`config.mk`:
```
export PLATFORM = sky130hd
export DESIGN_NAME = lieat_idu_disp_q_flat
export DESIGN_NICKNAME = d
export VERILOG_FILES = /design/src/rtl/lieat_idu_disp_q_pkg.sv /design/src/rtl/lieat_idu_disp_q_if.sv /design/src/rtl/lieat_disp_fifo.sv /design/src/rtl/lieat_general_dffl.sv /design/src/rtl/lieat_general_dfflr.sv /design/src/rtl/lieat_idu_disp_q.sv /design/src/flat_wrapper.sv
export SDC_FILE = /design/constraint.sdc
export NUM_CORES = 1
export LEC_CHECK = 0
export BUFFER_PORTS_ARGS = -buffer_cell sky130_fd_sc_hd__buf_4
export CAP_MARGIN = 20
export CORE_ASPECT_RATIO = 1.5
export CORE_MARGIN = 2
export CORE_UTILIZATION = 50
export CTS_BUF_LIST = sky130_fd_sc_hd__clkbuf_2 sky130_fd_sc_hd__clkbuf_4 sky130_fd_sc_hd__clkbuf_8
export CTS_CLUSTER_DIAMETER = 120
export DETAILED_ROUTE_END_ITERATION = 12
export GPL_TIMING_DRIVEN = 0
export PLACE_DENSITY = 0.78
export SLEW_MARGIN = 10
export SYNTH_ARGS = -nofsm -noshare
export SYNTH_HDL_FRONTEND = slang
export SYNTH_SLANG_ARGS = --single-unit
```
`constraint.sdc`:
```
create_clock -name clock -period 6.95 [get_ports clock]
set_input_delay 2.085 -clock clock [delete_from_list [all_inputs] [get_ports clock]]
set_output_delay 2.085 -clock clock [all_outputs]
set_load 0.1 [all_outputs]
```
`src/rtl/lieat_idu_disp_q_pkg.sv`:
```
// Shared constants for the dispatch queue: channel indices, default sizes and pointer helpers.
package lieat_idu_disp_q_pkg;

  localparam int unsigned DISP_COM    = 0;
  localparam int unsigned DISP_LSU    = 1;
  localparam int unsigned DISP_MULDIV = 2;
  localparam int unsigned DISP_VPU    = 3;
  localparam int unsigned DISP_FPU    = 4;

  localparam int unsigned DISP_NCH   = 5;
  localparam int unsigned DISP_DEPTH = 2;
  localparam int unsigned DISP_PW    = 64;

  // Pointer width that still works for DEPTH==1.
  function automatic int unsigned ptr_width(int unsigned depth);
    return (depth > 1) ? $clog2(depth) : 1;
  endfunction

  // Increment that wraps depth-1 -> 0 for non-power-of-2 depths.
  function automatic int unsigned ptr_wrap_inc(int unsigned ptr, int unsigned depth);
    return (ptr + 1 >= depth) ? 0 : ptr + 1;
  endfunction

endpackage

```
`src/rtl/lieat_idu_disp_q_if.sv`:
```
// Decode-side and dispatch-side signals of the dispatch queue.
interface lieat_idu_disp_q_if #(
  parameter int unsigned NCH   = 5,
  parameter int unsigned DEPTH = 2,
  parameter int unsigned PW    = 64
) ();
  localparam int unsigned CW = $clog2(DEPTH + 1);

  logic           flush_req;
  logic           id_i_valid;
  logic           id_i_ready;
  logic [NCH-1:0] id_i_op;
  logic [PW-1:0]  id_i_payload;
  logic           disp_condition;
  logic [NCH-1:0] disp_valid;
  logic [NCH-1:0] disp_ready;
  logic [PW-1:0]  disp_payload;
  logic [NCH-1:0] disp_op;
  logic           disp_valid_pre;
  logic           disp_ena;
  logic [CW-1:0]  disp_count;

  modport master (
    output flush_req, id_i_valid, id_i_op, id_i_payload, disp_condition, disp_ready,
    input  id_i_ready, disp_valid, disp_payload, disp_op, disp_valid_pre, disp_ena, disp_count
  );

  modport slave (
    input  flush_req, id_i_valid, id_i_op, id_i_payload, disp_condition, disp_ready,
    output id_i_ready, disp_valid, disp_payload, disp_op, disp_valid_pre, disp_ena, disp_count
  );
endinterface

```
`src/rtl/lieat_disp_fifo.sv`:
```
// DEPTH-entry storage of {op, payload} with wrapping pointers and occupancy count.
module lieat_disp_fifo
  import lieat_idu_disp_q_pkg::*;
#(
  parameter int unsigned NCH   = DISP_NCH,
  parameter int unsigned DEPTH = DISP_DEPTH,
  parameter int unsigned PW    = DISP_PW,
  localparam int unsigned CW   = $clog2(DEPTH + 1)
) (
  input  logic           clk,
  input  logic           rst_n,
  input  logic           flush_i,
  input  logic           enq_i,
  input  logic           deq_i,
  input  logic [NCH-1:0] wop_i,
  input  logic [PW-1:0]  wpay_i,
  output logic [NCH-1:0] rop_o,
  output logic [PW-1:0]  rpay_o,
  output logic [CW-1:0]  count_o
);
  localparam int unsigned PTRW = ptr_width(DEPTH);
  localparam int unsigned EW   = NCH + PW;

  logic [PTRW-1:0] wr_ptr_q, wr_ptr_d, rd_ptr_q, rd_ptr_d;
  logic [CW-1:0]   count_q, count_d;
  logic            wr_ld, rd_ld, count_ld, wr_en;
  logic [EW-1:0]   mem_q [DEPTH];

  always_comb begin
    wr_en    = enq_i & ~flush_i;
    wr_ld    = flush_i | enq_i;
    rd_ld    = flush_i | deq_i;
    count_ld = flush_i | enq_i | deq_i;
    wr_ptr_d = flush_i ? '0 : PTRW'(ptr_wrap_inc(32'(wr_ptr_q), DEPTH));
    rd_ptr_d = flush_i ? '0 : PTRW'(ptr_wrap_inc(32'(rd_ptr_q), DEPTH));
    count_d  = flush_i ? '0 : count_q + CW'(enq_i) - CW'(deq_i);
  end

  lieat_general_dfflr #(.DW(PTRW)) u_wr_ptr (
    .clk(clk), .rst_n(rst_n), .ld_i(wr_ld), .d_i(wr_ptr_d), .q_o(wr_ptr_q)
  );
  lieat_general_dfflr #(.DW(PTRW)) u_rd_ptr (
    .clk(clk), .rst_n(rst_n), .ld_i(rd_ld), .d_i(rd_ptr_d), .q_o(rd_ptr_q)
  );
  lieat_general_dfflr #(.DW(CW)) u_count (
    .clk(clk), .rst_n(rst_n), .ld_i(count_ld), .d_i(count_d), .q_o(count_q)
  );

  for (genvar i = 0; i < DEPTH; i++) begin : g_entry
    lieat_general_dffl #(.DW(EW)) u_ent (
      .clk(clk),
      .ld_i(wr_en & (wr_ptr_q == PTRW'(i))),
      .d_i({wop_i, wpay_i}),
      .q_o(mem_q[i])
    );
  end

  assign {rop_o, rpay_o} = mem_q[rd_ptr_q];
  assign count_o         = count_q;
endmodule

```
`src/rtl/lieat_general_dffl.sv`:
```
// Load-enabled flop without reset, used for payload storage.
module lieat_general_dffl #(
  parameter int unsigned DW = 1
) (
  input  logic          clk,
  input  logic          ld_i,
  input  logic [DW-1:0] d_i,
  output logic [DW-1:0] q_o
);
  logic [DW-1:0] q_q;

  always_ff @(posedge clk) begin
    if (ld_i) q_q <= d_i;
  end

  assign q_o = q_q;
endmodule

```
`src/rtl/lieat_general_dfflr.sv`:
```
// Load-enabled flop with synchronous active-low reset to zero.
module lieat_general_dfflr #(
  parameter int unsigned DW = 1
) (
  input  logic          clk,
  input  logic          rst_n,
  input  logic          ld_i,
  input  logic [DW-1:0] d_i,
  output logic [DW-1:0] q_o
);
  logic [DW-1:0] q_q;

  always_ff @(posedge clk) begin
    if (!rst_n)    q_q <= '0;
    else if (ld_i) q_q <= d_i;
  end

  assign q_o = q_q;
endmodule

```
`src/rtl/lieat_idu_disp_q.sv`:
```
// Dispatch queue: FIFO of decoded ops whose head is offered to every targeted channel;
// the head retires once all of its target channels have handshaken.
module lieat_idu_disp_q
  import lieat_idu_disp_q_pkg::*;
#(
  parameter int unsigned NCH   = DISP_NCH,
  parameter int unsigned DEPTH = DISP_DEPTH,
  parameter int unsigned PW    = DISP_PW
) (
  input  logic               clock,
  input  logic               reset,
  lieat_idu_disp_q_if.slave  bus
);
  localparam int unsigned CW = $clog2(DEPTH + 1);

  logic [NCH-1:0] head_op, done_q, done_d, hs, valid_c;
  logic [PW-1:0]  head_pay;
  logic [CW-1:0]  count;
  logic           pre, hv, ena, rdy, enq, done_ld;

  // Head gating, per-channel handshake tracking and retire decision.
  always_comb begin
    pre     = (count != '0);
    hv      = pre & bus.disp_condition & ~bus.flush_req;
    valid_c = {NCH{hv}} & head_op & ~done_q;
    hs      = valid_c & bus.disp_ready;
    ena     = hv & ((head_op & ~(done_q | hs)) == '0);
    rdy     = (count < CW'(DEPTH)) | ena;
    enq     = bus.id_i_valid & rdy & ~bus.flush_req;
    done_ld = bus.flush_req | ena | (|hs);
    done_d  = (bus.flush_req | ena) ? '0 : (done_q | hs);
  end

  lieat_general_dfflr #(.DW(NCH)) u_done (
    .clk(clock), .rst_n(reset), .ld_i(done_ld), .d_i(done_d), .q_o(done_q)
  );

  lieat_disp_fifo #(.NCH(NCH), .DEPTH(DEPTH), .PW(PW)) u_fifo (
    .clk     (clock),
    .rst_n   (reset),
    .flush_i (bus.flush_req),
    .enq_i   (enq),
    .deq_i   (ena),
    .wop_i   (bus.id_i_op),
    .wpay_i  (bus.id_i_payload),
    .rop_o   (head_op),
    .rpay_o  (head_pay),
    .count_o (count)
  );

  assign bus.id_i_ready     = rdy;
  assign bus.disp_valid     = valid_c;
  assign bus.disp_payload   = head_pay;
  assign bus.disp_op        = head_op;
  assign bus.disp_valid_pre = pre;
  assign bus.disp_ena       = ena;
  assign bus.disp_count     = count;
endmodule
```
`src/flat_wrapper.sv`:
```
// flat-port wrapper written by rule: the top's interface ports become plain ports
module lieat_idu_disp_q_flat import lieat_idu_disp_q_pkg::*;
#(
  parameter int unsigned NCH   = DISP_NCH,
  parameter int unsigned DEPTH = DISP_DEPTH,
  parameter int unsigned PW    = DISP_PW
)
  (clock, reset, bus_flush_req, bus_id_i_valid, bus_id_i_op, bus_id_i_payload, bus_disp_condition, bus_disp_ready, bus_id_i_ready, bus_disp_valid, bus_disp_payload, bus_disp_op, bus_disp_valid_pre, bus_disp_ena, bus_disp_count);
  lieat_idu_disp_q_if #(.NCH(NCH), .DEPTH(DEPTH), .PW(PW)) bus_i ();
  input  logic clock;
  input  logic reset;
  input wire logic [$bits(bus_i.flush_req)-1:0] bus_flush_req;
  input wire logic [$bits(bus_i.id_i_valid)-1:0] bus_id_i_valid;
  input wire logic [$bits(bus_i.id_i_op)-1:0] bus_id_i_op;
  input wire logic [$bits(bus_i.id_i_payload)-1:0] bus_id_i_payload;
  input wire logic [$bits(bus_i.disp_condition)-1:0] bus_disp_condition;
  input wire logic [$bits(bus_i.disp_ready)-1:0] bus_disp_ready;
  output wire logic [$bits(bus_i.id_i_ready)-1:0] bus_id_i_ready;
  output wire logic [$bits(bus_i.disp_valid)-1:0] bus_disp_valid;
  output wire logic [$bits(bus_i.disp_payload)-1:0] bus_disp_payload;
  output wire logic [$bits(bus_i.disp_op)-1:0] bus_disp_op;
  output wire logic [$bits(bus_i.disp_valid_pre)-1:0] bus_disp_valid_pre;
  output wire logic [$bits(bus_i.disp_ena)-1:0] bus_disp_ena;
  output wire logic [$bits(bus_i.disp_count)-1:0] bus_disp_count;
  assign bus_i.flush_req = bus_flush_req;
  assign bus_i.id_i_valid = bus_id_i_valid;
  assign bus_i.id_i_op = bus_id_i_op;
  assign bus_i.id_i_payload = bus_id_i_payload;
  assign bus_i.disp_condition = bus_disp_condition;
  assign bus_i.disp_ready = bus_disp_ready;
  assign bus_id_i_ready = bus_i.id_i_ready;
  assign bus_disp_valid = bus_i.disp_valid;
  assign bus_disp_payload = bus_i.disp_payload;
  assign bus_disp_op = bus_i.disp_op;
  assign bus_disp_valid_pre = bus_i.disp_valid_pre;
  assign bus_disp_ena = bus_i.disp_ena;
  assign bus_disp_count = bus_i.disp_count;
  lieat_idu_disp_q #(.NCH(NCH), .DEPTH(DEPTH), .PW(PW)) u_core (.clock(clock), .reset(reset), .bus(bus_i));
endmodule
```
==> flow_summary.json <==
{
  "synthMuxAreaShare_pct": 14.0,
  "startpoint_type": "primary input",
  "dr.first_iter.drc_count": 174,
  "syn_inst": 296,
  "cts_hold_buf": 0,
  "finalHoldViolCount": 0,
  "die_h_um": 134,
  "p_leak_nw": 2.75,
  "h-tree-depth": 4,
  "synth-seq-area-share_pct": 76.8,
  "cts_tree": "yes",
  "antennaDiodeCount": 0,
  "worstSkewPairLatency_ns": 0.43,
  "cts_setup_buffers": 0,
  "synth_compound_area_share_pct": 3.13,
  "syn_nets": 377,
  "hpwl_um": 7810,
  "rsz0062_at_grt": "no",
  "route.vias.total": 3243,
  "hold_class": "flop to flop",
  "synthXorXnorAreaFrac_pct": 0.155,
  "ir_drop_mv": 0.168,
  "worst_ep_required_time_ns": 4.87,
  "ant_nets": 0,
  "areaGrowthSynthToFinish_pct": 31.2,
  "mappedNetlistArea_sq_um": 5630,
  "tightest_slew_ns": 0.510,
  "ys_ff_latch": 147,
  "register_area_sq_um": 4320,
  "final_nets": 554,
  "cts_resized": 0,
  "worstPathArrival_ns": 3.51,
  "cts.sinks": 147,
  "maxSlewViolCount": 0,
  "multi_input_area_sq_um": 1230,
  "cp-end-kind": "output pin",
  "status": "finished, final reports clean",
  "avgSynthCellArea_sq_um": 19.0,
  "place.gp.congestion": 0.845,
  "grt_max_degree": 40,
  "finClkSkew_ns": 0.0119,
  "start_util_pct": 51.2,
  "vias_per_cell": 5.12,
  "final_cell_mix": "buf_4 (156), edfxtp_1 (138), mux2_2 (64), clkbuf_8 (17), nor3_1 (11)",
  "wl_per_cell_um": 17.5,
  "maxSlewHeadroom_pct": 65.0,
  "setup_viol": 0,
  "clk_path_buf_depth": 2,
  "drive_gt1_share_pct": 57.2,
  "synth_fa_ha_area_share_pct": 0.444,
  "worstPathMaxFanout": 6,
  "num_rows": 47,
  "period_share_pct": 80.4,
  "wirelength_um": 11100,
  "grt_antenna_before_repair": 0,
  "maxCapViolations": 0,
  "powerDensity_nw_per_um2": 248,
  "cts.reportedPaths.clkPinSlew_ns": 0.08,
  "nFillCells": 779,
  "finalPower_mw": 1.84,
  "synth_top_family_by_area": "multiplexers",
  "design.core.area_sq_um": 11000,
  "fmax_mhz": 179,
  "synth_cell_types": 43,
  "final_common_cell": "buf_4",
  "period_minus_slack_ns": 5.59,
  "grt_pass1_wl_um": 17000,
  "portBuffers": 156,
  "fin_util_pct": 67.2,
  "drc": 0,
  "die_area_sq_um": 12100,
  "yosysWarnings": 0,
  "globalRouteTotalUtil_pct": 18.5,
  "pin_count": 158,
  "numCtsBuffers": 17,
  "critPathKind": "primary input to output pin",
  "synthSimpleGateAreaFrac_pct": 3.84,
  "grt_pass1_vias": 3434,
  "first_pass_iters": 4,
  "clockRootBuffer": "clkbuf_8",
  "grt_remaining_overflow": 0,
  "finalSetupTns_ns": 0,
  "die_x_um": 90.7
}
==> worst paths after layout <==
check                                   from                            to  cells past startpoint  slack, ns
setup / recovery               bus_flush_req                bus_id_i_ready                      5       1.36
setup reg to reg  u_core.u_fifo.u_rd_ptr.q_o  u_core.u_fifo.u_count.q_o[1]                     12       3.97
hold reg to reg         u_core.u_done.q_o[3]          u_core.u_done.q_o[3]                      2       0.55
hold / removal          u_core.u_done.q_o[3]          u_core.u_done.q_o[3]                      2       0.55
==> routing by layer <==
layer	vias to the layer above	GRT usage, %	part of all wire (%)
met5	-	0	0
met4	0	8.97	2.6
met3	22	5.45	5.0
met2	126	33.1	56
met1	1573	19.8	36
li1	1522	-	-
==> synthesized netlist by cell type <==
master,count,area (sq um)
nand4_1,3,18.8
edfxtp_1,138,4140
and2_1,1,6.26
o31ai_1,1,7.51
inv_1,7,26.3
mux2i_4,1,22.5
nand3_1,2,10.0
nand2b_1,1,6.26
o32ai_2,2,32.5
buf_1,1,3.75
mux2i_1,2,20.0
ha_1,2,25.0
clkbuf_1,3,11.3
o31ai_2,1,12.5
nor3b_1,2,15.0
nand2_1,3,11.3
nor4_1,1,6.26
o211a_1,1,10.0
and4b_1,1,10.0
inv_2,1,3.75
o32a_2,1,11.3
o211ai_2,1,12.5
o32a_1,1,10.0
nor3_1,11,55.1
nand3b_1,2,15.0
a21boi_0,1,7.51
a2111oi_2,1,15.0
nor2b_1,1,6.26
and3_1,1,6.26
mux2i_2,2,27.5
or2_2,3,18.8
buf_6,1,11.3
nand3_2,1,10.0
o21ai_0,1,5.00
dfxtp_1,9,180
a221oi_1,1,8.76
mux2_2,64,721
o22ai_1,1,6.26
buf_2,7,35.0
or2_0,1,6.26
nor2_1,4,15.0
a31oi_1,6,37.5
xor2_1,1,8.76
==> sequential cells by signal, summed over array words and instances (netlist names) <==
signal	count
u_core.u_fifo.u_wr_ptr.q_o	1
u_core.u_fifo.g_entry.u_ent.q_o	138
u_core.u_fifo.u_count.q_o	2
u_core.u_done.q_o	5
u_core.u_fifo.u_rd_ptr.q_o	1
==> area by class of cell <==
type                            instances  share of cell area [%]
Buffer                                 12                   0.830
Timing Repair Buffer                  158                    16.4
Inverter                                8                   0.406
Clock inverter                         15                    1.63
Multi-Input combinational cell        129                    16.6
Clock buffer                           17                    3.17
Sequential cell                       147                    58.5
Tap cell                              147                    2.49
==> power breakdown <==
part,total (mW),internal [mW],switching (mW)
combinational,0.242,0.0680,0.175
sequential,1.00,0.995,0.00604
clock,0.593,0.256,0.337
==> critical path: stages <==
cell and delay, ns:
buf_4 0.13, nor2b_1 0.28, o211ai_2 0.21, o31ai_2 0.44
buf_4 0.37
==> per-stage QoR <==
step / instances / instance area (sq um) / hold slack, ns / setup slack (ns)
2_1_floorplan: 296 / 5630 / 0.501 / 0.346
3_3_place_gp: 599 / 6990 / 0.520 / 0.930
3_5_place_dp: 601 / 7040 / 0.535 / 1.41
4_1_cts: 633 / 7390 / 0.551 / 1.41
5_1_grt: 633 / 7390 / 0.580 / 1.31
6_report: 633 / 7390 / 0.546 / 1.36
==> kinds of logic after synthesis <==
kind of cell    count (synthesis)
simple gates                   38
xor+xnor                        1
flops                         147
buf+inv                        20
mux                            69
compound gates                 19
fa+ha+maj                       2
(Power assumes the default switching activity.)
